<file path="src/rtl/l2_lru_pkg.sv">
// Shared types and geometry for the l2_cache_lru scheduler front end.
// Lock commands are queued as lock_cmd_t; the lock sequencer walks lock_state_t.
package l2_lru_pkg;

  localparam int NUM_SETS        = 256;
  localparam int NUM_WAYS        = 8;
  localparam int SET_INDEX_WIDTH = $clog2(NUM_SETS);
  localparam int WAY_INDEX_WIDTH = $clog2(NUM_WAYS);

  typedef struct packed {
    logic [SET_INDEX_WIDTH-1:0] set;
    logic [WAY_INDEX_WIDTH-1:0] way;
    logic                       value;
  } lock_cmd_t;

  typedef enum logic [1:0] {
    LOCK_IDLE,
    LOCK_RD,
    LOCK_WR
  } lock_state_t;

endpackage

</file>
<file path="src/rtl/sync_fifo.sv">
// Show-ahead synchronous FIFO; head entry is visible without a pop.
// Pointers carry one extra MSB so full and empty are distinguishable.
module sync_fifo #(
  parameter int WIDTH = 8,
  parameter int DEPTH = 4
) (
  input  logic             clk,
  input  logic             reset,
  input  logic             push,
  input  logic [WIDTH-1:0] push_data,
  input  logic             pop,
  output logic [WIDTH-1:0] head_data,
  output logic             full,
  output logic             empty
);

  localparam int AW = $clog2(DEPTH);
  localparam logic [AW:0] PTR_ONE = 1;

  logic [WIDTH-1:0] mem [DEPTH];
  logic [AW:0]      wr_ptr_reg;
  logic [AW:0]      rd_ptr_reg;

  always_ff @(posedge clk) begin
    if (!reset) begin
      wr_ptr_reg <= '0;
      rd_ptr_reg <= '0;
    end else begin
      if (push) wr_ptr_reg <= wr_ptr_reg + PTR_ONE;
      if (pop)  rd_ptr_reg <= rd_ptr_reg + PTR_ONE;
    end
  end

  always_ff @(posedge clk) begin
    if (push) mem[wr_ptr_reg[AW-1:0]] <= push_data;
  end

  assign head_data = mem[rd_ptr_reg[AW-1:0]];
  assign empty     = (wr_ptr_reg == rd_ptr_reg);
  assign full      = (wr_ptr_reg[AW] != rd_ptr_reg[AW]) &&
                     (wr_ptr_reg[AW-1:0] == rd_ptr_reg[AW-1:0]);

endmodule

</file>
<file path="src/rtl/l2_cache_lru_sched.sv">
// Arbitrates fills, tag-stage hits and queued lock commands onto the
// two-cycle read/update port of l2_cache_lru (fill > access > lock).
module l2_cache_lru_sched
  import l2_lru_pkg::*;
#(
  parameter int LOCK_FIFO_DEPTH = 4,
  parameter int STARVE_LIMIT    = 16
) (
  input  logic                       clk,
  input  logic                       reset,
  input  logic                       fill_req,
  input  logic [SET_INDEX_WIDTH-1:0] fill_req_set,
  output logic                       fill_way_valid,
  output logic [WAY_INDEX_WIDTH-1:0] fill_way_out,
  input  logic                       acc_req,
  input  logic [SET_INDEX_WIDTH-1:0] acc_req_set,
  input  logic                       acc_hit,
  input  logic [WAY_INDEX_WIDTH-1:0] acc_hit_way,
  output logic                       acc_stall,
  input  logic                       lock_cmd_valid,
  output logic                       lock_cmd_ready,
  input  logic [SET_INDEX_WIDTH-1:0] lock_cmd_set,
  input  logic [WAY_INDEX_WIDTH-1:0] lock_cmd_way,
  input  logic                       lock_cmd_value,
  output logic                       lock_done,
  output logic                       lru_fill_en,
  output logic [SET_INDEX_WIDTH-1:0] lru_fill_set,
  output logic                       lru_access_en,
  output logic [SET_INDEX_WIDTH-1:0] lru_access_set,
  output logic                       lru_access_update_en,
  output logic [WAY_INDEX_WIDTH-1:0] lru_access_update_way,
  output logic                       lru_lock_en,
  output logic                       lru_lock_value,
  input  logic [WAY_INDEX_WIDTH-1:0] lru_fill_way
);

  localparam int CW = $clog2(STARVE_LIMIT + 1);
  localparam logic [CW-1:0] STARVE_MAX  = CW'(STARVE_LIMIT);
  localparam logic [CW-1:0] STARVE_TRIP = CW'(STARVE_LIMIT - 1);

  lock_state_t state_reg, state_next, lock_phase;
  lock_cmd_t   head_cmd, push_cmd;
  logic        fifo_full, fifo_empty, fifo_push, fifo_pop;
  logic        lock_issue, lock_wr, acc_win, starve_wait;
  logic        fill_valid_reg, won_acc_reg, acc_req_reg, stall_reg;
  logic [CW-1:0] starve_cnt_reg;

  assign push_cmd  = '{set: lock_cmd_set, way: lock_cmd_way, value: lock_cmd_value};
  assign fifo_push = lock_cmd_valid & lock_cmd_ready;

  sync_fifo #(
    .WIDTH($bits(lock_cmd_t)),
    .DEPTH(LOCK_FIFO_DEPTH)
  ) u_lock_fifo (
    .clk      (clk),
    .reset    (reset),
    .push     (fifo_push),
    .push_data(push_cmd),
    .pop      (fifo_pop),
    .head_data(head_cmd),
    .full     (fifo_full),
    .empty    (fifo_empty)
  );

  // The lock read is issued in the very cycle a free slot is seen, so
  // LOCK_RD is the combinational phase of IDLE rather than a stored state.
  always_comb begin
    state_next = state_reg;
    lock_issue = 1'b0;
    case (state_reg)
      LOCK_IDLE: begin
        if (reset && !fifo_empty && !fill_req && !acc_req) begin
          lock_issue = 1'b1;
          state_next = LOCK_WR;
        end
      end
      LOCK_WR: state_next = LOCK_IDLE;
      default: state_next = LOCK_IDLE;
    endcase
  end

  assign lock_phase  = lock_issue ? LOCK_RD : state_reg;
  assign lock_wr     = reset && (lock_phase == LOCK_WR);
  assign fifo_pop    = lock_wr;
  assign acc_win     = reset & acc_req & ~fill_req;
  assign starve_wait = reset && (state_reg == LOCK_IDLE) && !fifo_empty && !lock_issue;

  always_comb begin
    lru_fill_en           = reset & fill_req;
    lru_fill_set          = lru_fill_en ? fill_req_set : '0;
    lru_access_en         = acc_win | lock_issue;
    lru_access_set        = lock_issue ? head_cmd.set : (acc_win ? acc_req_set : '0);
    lru_access_update_en  = reset & acc_hit & won_acc_reg;
    lru_access_update_way = '0;
    if (lock_wr)                   lru_access_update_way = head_cmd.way;
    else if (lru_access_update_en) lru_access_update_way = acc_hit_way;
    lru_lock_en           = lock_wr;
    lru_lock_value        = lock_wr & head_cmd.value;
    lock_done             = lock_wr;
    lock_cmd_ready        = reset & ~fifo_full;
    fill_way_valid        = reset & fill_valid_reg;
    fill_way_out          = fill_way_valid ? lru_fill_way : '0;
    acc_stall             = reset & stall_reg;
  end

  always_ff @(posedge clk) begin
    if (!reset) begin
      state_reg      <= LOCK_IDLE;
      fill_valid_reg <= 1'b0;
      won_acc_reg    <= 1'b0;
      acc_req_reg    <= 1'b0;
      stall_reg      <= 1'b0;
      starve_cnt_reg <= '0;
    end else begin
      state_reg      <= state_next;
      fill_valid_reg <= fill_req;
      won_acc_reg    <= acc_win;
      acc_req_reg    <= acc_req;
      if (lock_issue) begin
        starve_cnt_reg <= '0;
        stall_reg      <= 1'b0;
      end else if (starve_wait) begin
        if (starve_cnt_reg != STARVE_MAX) starve_cnt_reg <= starve_cnt_reg + 1'b1;
        if (starve_cnt_reg >= STARVE_TRIP) stall_reg <= 1'b1;
      end
    end
  end

  // A hit reported with no lookup the cycle before is a tag-stage protocol error.
  a_hit_needs_lookup: assert property (@(posedge clk) disable iff (!reset)
    acc_hit |-> acc_req_reg);

endmodule
</file>
<file path="config.mk">
export PLATFORM = sky130hd
export DESIGN_NAME = l2_cache_lru_sched
export DESIGN_NICKNAME = d
export VERILOG_FILES = /design/src/rtl/l2_lru_pkg.sv /design/src/rtl/sync_fifo.sv /design/src/rtl/l2_cache_lru_sched.sv
export SDC_FILE = /design/constraint.sdc
export NUM_CORES = 1
export LEC_CHECK = 0
export CORE_MARGIN = 3
export CORE_UTILIZATION = 45
export DETAILED_ROUTE_END_ITERATION = 8
export GPL_TIMING_DRIVEN = 0
export PLACE_DENSITY = 0.81
export SYNTH_ARGS = -nofsm -noshare
export SYNTH_HDL_FRONTEND = slang
export SYNTH_HIERARCHICAL = 1
export SYNTH_SLANG_ARGS = --single-unit
</file>
<file path="constraint.sdc">
create_clock -name clk -period 3.95 [get_ports clk]
set_input_delay 0.395 -clock clk [delete_from_list [all_inputs] [get_ports clk]]
set_output_delay 0.395 -clock clk [all_outputs]
set_load 0.05 [all_outputs]
</file>
==> results by group, run 1 <==
Synthesis
  – Synth unique cells: 38
  – Top post-synthesis cells by area: edfxtp_1 (51%), dfxtp_1 (12%), mux4_2 (8.0%)
  – Post-synth EDFFs: 48
  – Top FF cell, synth: edfxtp_1
  – Post-synth ARST share: 0%
  – Syn_nets: 237
  – Post-Syn Area: 0.00282 mm2
  – Yosys top cell area share: about half
  – Post-synthesis sequential area ratio: 63.1%
  – Register bit count reported by yosys: 65
  – Number of warnings issued by yosys: 6
  – Avg Synthesized Cell Area: 14.9 um2
  – Cell type with the largest total area after synthesis: edfxtp_1
  – Cell count after synthesis: around 190

Cells and area
  – Number of fillers in the final layout: 437
  – Finished Cell Area: between 0.003 and 0.004 mm2
  – Antenna cells: 0
  – Max FFs per register: 48
  – Signed area change from the synthesized netlist to the final layout: 35.8%
  – Share of final-layout standard cells stronger than drive strength 1: approximately an eighth
  – Area of the multi-input gates: just under 0.001 mm2
  – Post-layout nets: ~320
  – Register Area: roughly 0.0018 mm2
  – Core occupancy in the finished layout: 64.0%

Run
  – Max Cap Viol: 0

STA
  – Transition time at the pin with the least slew margin: between 0.8 and 0.9 ns
  – Final Hold Vio Count: 0
  – Layout Skew: 0.00768 ns
  – Shortest period the worst path allows: around 3.7 ns
  – Setup_tns: 0 ns
  – # setup viols final: 0
  – Worst relative slew slack: about 43%
  – Maximum operating frequency: 270 MHz
  – Unrepaired setup endpoints after global routing: false
  – Final worst path period share: 93.9%
  – Pins Over Slew Limit: 0

Floorplan
  – Die ar.: between 0.007 and 0.008 mm2
  – Initial Utilization: 47.1%
  – Core Area: roughly 0.006 mm2
  – Width of the die: around 85 um
  – Vertical die dimension: ~85 um
  – FP Rows: 28
  – Number of placed I/O pins: just over 70

Place
  – Final HPWL DP: 4240 um
  – Standard cell area after detailed placement: between 0.003 and 0.004 mm2
  – Number of I/O port buffers: 70
  – Final weighted congestion in routability-driven placement: a little under 0.8

Power
  – Post-layout power: approximately 1.5 mW
  – Maximum ir drop on the vdd rail: around 0.00027 V
  – Total power density per cell area: between 400 and 500 mW/mm2
  – P_leak: 1.38 nW

Worst setup path
  – Req. time, crit path: between 3 and 4 ns
  – Largest fanout on the critical path: 10
  – Crit path launch type: register
  – Category of the worst setup path capture point: output port
  – R2R Path End: u_lock_fifo/mem[1][2]
  – Worst EP arrival: approximately 3.3 ns
  – Cell with the biggest individual delay on the critical path: clkdlybuf4s50_1
  – Worst r2r path cells: 6
  – Endpoint of the worst setup timing path: lru_access_set[3]
  – Slowest stage delay, CP: approximately 0.81 ns
  – Series of cell instances along the critical path: xor2_1 -> nor3b_1 -> or3b_1 -> clkbuf_2 -> nor3_2 -> a22o_1 -> clkdlybuf4s50_1
  – Setup Crit Path Kind: register to output port
  – Reg-to-reg critical path startpoint: u_lock_fifo/wr_ptr_reg[0]
  – Worst setup slack for register-to-register paths: roughly 1.8 ns
  – Launching element of the worst setup path: u_lock_fifo/wr_ptr_reg[0]

Global route
  – Total global routing overflow: 0
  – Global Route Usage Sum: between 10% and 20%
  – Vias in the first global route: between 1500 and 2000
  – Global-route wire length before repair: between 9000 and 10000 um
  – Initial antenna violation count: 0
  – Largest net degree at the start of global routing: 13

Min path
  – Path type of the worst min-delay path: register to register

Clock tree
  – Post-cts resize count: 0
  – Buffer depth of the longest clock path: 2
  – Number of buffers created by CTS: 9
  – CTS HTree Levels: 3
  – Clock-pin transition on the worst setup and hold timing paths: about 0.070 ns
  – TritonCTS clock tree: done
  – Number of setup buffers added after CTS: 0
  – Total of hold buffers inserted after clock tree synthesis: 0
  – Clk root buf: clkbuf_8
  – Insertion delay of the later-clocked pin in the worst-skew pair: around 0.34 ns
  – Clock sink total: 65

Route
  – Iteration count of the initial detailed-routing pass: 5
  – Remaining number of nets flagged by the antenna check after routing: 0
  – Routed vias/inst: 5.34
  – Final routed DRC violation total: 0
  – DR WL/cell: 17.0 um
  – DR iter-0 viols: between 100 and 150
  – Total Routed Length: roughly 5900 um
  – Total vias in the final route: ~1900

Outcome
  – Result of the run: complete, no violations
[worst max-delay path, delay by kind of cell, from the launching register on]
kind	cells	cell delay [ns]
buffers and inverters	2	0.98
AND/OR/NAND/NOR	3	1.06
flip-flops	1	0.44
XOR/XNOR	1	0.21
AO/OA/AOI/OAI	1	0.28
[power breakdown]
part           switching (mW)  leakage [nW]  internal (mW)
sequential            0.00904         0.574          0.749
combinational          0.0860         0.706         0.0775
clock                   0.259         0.102          0.354
total                   0.354          1.38           1.18
[metrics by stage]
| step | instances | setup slack, ns | hold WS (ns) |
|---|---|---|---|
| after floorplan | 189 | 1.47 | 0.432 |
| after global placement | 334 | 0.299 | 0.440 |
| after detailed placement | 334 | 0.371 | 0.454 |
| after CTS | 349 | 0.270 | 0.470 |
| after global routing | 349 | 0.0711 | 0.496 |
| final | 349 | 0.240 | 0.465 |
[layout by cell type, fill, tap and decap left out, drive strengths merged]
| cell | count |
|---|---|
| a211oi | 1 |
| a21bo | 3 |
| a21boi | 1 |
| a21oi | 3 |
| a22o | 8 |
| and2 | 9 |
| and3 | 14 |
| buf | 5 |
| bufinv | 2 |
| clkbuf | 12 |
| clkdlybuf4s50 | 70 |
| clkinv | 1 |
| clkinvlp | 2 |
| dfxtp | 17 |
| edfxtp | 48 |
| ha | 8 |
| inv | 9 |
| mux2i | 5 |
| mux4 | 12 |
| nand2 | 8 |
| nand3 | 7 |
| nand3b | 2 |
| nand4 | 1 |
| nor2 | 8 |
| nor2b | 1 |
| nor3 | 3 |
| nor3b | 1 |
| nor4b | 1 |
| nor4bb | 1 |
| o21a | 1 |
| o31ai | 1 |
| o41a | 1 |
| or2 | 1 |
| or3b | 1 |
| or4 | 1 |
| xnor2 | 3 |
| xor2 | 2 |
[synthesized netlist by cell type, types with 2 or more instances]
cell type,n
a21bo_2,3
a21oi_1,3
a22o_1,8
and2_1,9
and3_1,14
buf_2,3
clkbuf_1,2
dfxtp_1,17
edfxtp_1,48
ha_1,8
inv_1,8
mux2i_1,5
mux4_1,2
mux4_2,10
nand2_1,8
nand3_1,7
nand3b_1,2
nor2_1,8
nor3_1,2
xnor2_1,3
xor2_1,2
[per-layer routing]
layer,vias up,part of all wire (%),global-route usage (%)
met2,62,51,29.2
met1,903,40,20.3
met3,11,6.7,5.53
li1,886,-,-
met5,-,0,0
met4,0,1.9,8.49
[how the worst min path moves through the flow]
stage	startpoint	endpoint	cells past startpoint	slack, ns
after floorplan	stall_reg	stall_reg	1	0.43
after global placement	stall_reg	stall_reg	1	0.44
after detailed placement	stall_reg	stall_reg	1	0.45
after CTS	stall_reg	stall_reg	1	0.47
after global routing	stall_reg	stall_reg	1	0.50
final	stall_reg	stall_reg	1	0.46
[cell type report]
| class | count | share of cell area, % |
|---|---|---|
| timing repair buffer | 70 | 18.3 |
| clock inverter | 6 | 2.42 |
| inverter | 8 | 0.784 |
| buffer | 8 | 1.21 |
| tap | 75 | 2.45 |
| multi-input combinational | 108 | 25.1 |
| sequential | 65 | 46.5 |
| clock buffer | 9 | 3.23 |
[cell families (layout without fill, tap and decap cells)]
| kind of cell | Yosys count | in the layout | share of synthesized area (%) |
|---|---|---|---|
| AO/OA/AOI/OAI | 19 | 19 | 5.54 |
| XOR/XNOR | 5 | 5 | 1.55 |
| adder cells (fa/ha/maj) | 8 | 8 | 3.55 |
| buffers and inverters | 16 | 101 | 2.70 |
| flip-flops | 65 | 65 | 63.1 |
| multiplexers | 17 | 17 | 11.6 |
| AND/OR/NAND/NOR | 59 | 59 | 11.9 |
Power figures use the tool's default switching activity.
==> inputs of run 2 (changes only) <==
==> constraint.sdc (replaced) <==
create_clock -name clk -period 3.95 [get_ports clk]
set_input_delay 1.185 -clock clk [delete_from_list [all_inputs] [get_ports clk]]
set_output_delay 1.185 -clock clk [all_outputs]
set_load 0.05 [all_outputs]
==> run 2 against run 1 <==
  * Utilization about the same
  * Fmax down 4.2%
  * Die area unchanged
  * Clock power about the same
  * Via count down 0.32%
  * Sequential share of layout area about the same
  * Critical endpoint is now lru_access_set[2]
  * Largest cell class unchanged
  * Largest power group unchanged
==> results by group, run 2 (same netlist as run 1, synthesis figures left out) <==
Outcome
  – Result of the run: complete, no violations

Route
  – Final routed DRC violation total: 0
  – DR WL/cell: 16.9 um
  – Total Routed Length: roughly 5900 um
  – Routed vias/inst: around 5.3
  – DR iter-0 viols: about 110
  – Remaining number of nets flagged by the antenna check after routing: 0
  – Total vias in the final route: around 1900
  – Iteration count of the initial detailed-routing pass: 4

Cells and area
  – Core occupancy in the finished layout: 64.0%
  – Max FFs per register: 48
  – Highest-count cells in the layout ignoring fill and taps: edfxtp_1 (48), clkdlybuf4s50_1 (41), dfxtp_1 (17)
  – Most common cell after layout, fill and taps aside: edfxtp_1
  – Post-layout nets: between 300 and 400
  – Signed area change from the synthesized netlist to the final layout: 35.9%
  – Share of final-layout standard cells stronger than drive strength 1: 22.2%
  – Antenna cells: 0

Place
  – Number of I/O port buffers: 70
  – Final weighted congestion in routability-driven placement: a little under 0.8
  – Final HPWL DP: 4240 um
  – Post-Place Worst Slack: -1.21 ns

STA
  – Shortest period the worst path allows: a little under 4 ns
  – Unrepaired setup endpoints after global routing: false
  – Final Hold Vio Count: 0
  – Crit path setup slack, layout: between 0.07 and 0.08 ns
  – Transition time at the pin with the least slew margin: roughly 0.66 ns
  – Pins Over Slew Limit: 0
  – Layout Skew: roughly 0.0080 ns
  – Maximum operating frequency: 258 MHz
  – Worst relative slew slack: between 50% and 60%
  – # setup viols final: 0
  – Setup_tns: 0 ns
  – Final worst path period share: a little over nine tenths

Power
  – Maximum ir drop on the vdd rail: 0.000273 V
  – P_leak: about 1.5 nW
  – Total power density per cell area: around 400 mW/mm2
  – Post-layout power: around 1.5 mW

Worst setup path
  – Setup Crit Path Kind: primary input to output port
  – Crit path launch type: primary input
  – Worst setup slack for register-to-register paths: 1.83 ns
  – Worst path buffer plus inverter count: 4
  – Slowest stage delay, CP: between 0.3 and 0.4 ns
  – Largest fanout on the critical path: 10
  – Req. time, crit path: approximately 2.8 ns
  – Family with the most delay on the worst path: buffers and inverters
  – Category of the worst setup path capture point: output port
  – Series of cell instances along the critical path: clkdlybuf4s15_2 -> or3b_1 -> clkbuf_2 -> nor3_4 -> buf_12 -> a22o_1 -> buf_4
  – Cell with the biggest individual delay on the critical path: or3b_1
  – Worst EP arrival: ~2.7 ns

Global route
  – Global-route wire length before repair: about 9400 um
  – Global Route Usage Sum: 17.4%
  – Total global routing overflow: 0
  – Vias in the first global route: ~1900
  – Largest net degree at the start of global routing: 13
  – Initial antenna violation count: 0

Floorplan
  – Number of placed I/O pins: 71
  – Initial Utilization: between 40% and 50%
  – Core Area: 0.00599 mm2
  – FP Rows: 28
  – Die ar.: approximately 0.0073 mm2
  – Width of the die: approximately 85 um
  – Vertical die dimension: 85.2 um

Clock tree
  – Buffer depth of the longest clock path: 2
  – Insertion delay of the later-clocked pin in the worst-skew pair: around 0.34 ns
  – Clock-pin transition on the worst setup and hold timing paths: 0.07 ns
  – CTS HTree Levels: 3
  – Number of buffers created by CTS: 9
  – TritonCTS clock tree: done
  – Clock sink total: 65
  – Clk root buf: clkbuf_8

Run
  – Max Cap Viol: 0

Min path
  – Path type of the worst min-delay path: register to register
## run 2: changes by cell type in the layout (fill, tap and decap cells not counted), sizes merged
cell           before  now
clkdlybuf4s50      70   41
dlygate4sd2         0    7
buf                 5   15
clkdlybuf4s15       0    8
clkbuf             12   16
dlymetal6s2s        0    1
## run 2: final timing paths
| check | from | endpoint | cells past startpoint |
|---|---|---|---|
| worst max-delay path | reset | lru_access_set[2] | 7 |
| worst min-delay path | stall_reg | stall_reg | 1 |
| worst max register to register | u_lock_fifo/wr_ptr_reg[0] | u_lock_fifo/mem[1][6] | 6 |
| worst min register to register | stall_reg | stall_reg | 1 |
## run 2: what timing repair did
item	CTS	global route
gates resized for setup	95	11
hold buffers	0	0
pin swaps	1	0
setup buffers	1	0
endpoints found under the setup margin	31	15
## run 2: report_power, final
group / internal (mW) / switching (mW) / total [mW]
clock: 0.354 / 0.259 / 0.613
combinational: 0.0746 / 0.0877 / 0.162
sequential: 0.749 / 0.00896 / 0.758
total: 1.18 / 0.355 / 1.53
## run 2: through the flow
stage                     area, um2  instances  hold WS [ns]
after floorplan                2820        189         0.432
after global placement         3620        334         0.440
after detailed placement       3620        334         0.454
after CTS                      3840        350         0.470
after global routing           3830        350         0.496
final                          3830        350         0.464
## run 2: per-layer routing
layer	GRT usage, %	part of all wire (%)	vias to the layer above
met2	29.2	52	60
met1	20.2	39	894
met5	0	0	-
li1	-	-	891
met3	5.63	7.0	11
met4	8.49	1.9	0
## run 2: cell type report
type,count,area (um2)
Clock buffer,9,124
Timing Repair Buffer,71,686
Clock inverter,6,92.6
Inverter,8,30.0
Fill cell,443,2160
Multi-Input combinational cell,108,977
Buffer,8,48.8
Sequential cell,65,1780
Tap cell,75,93.8
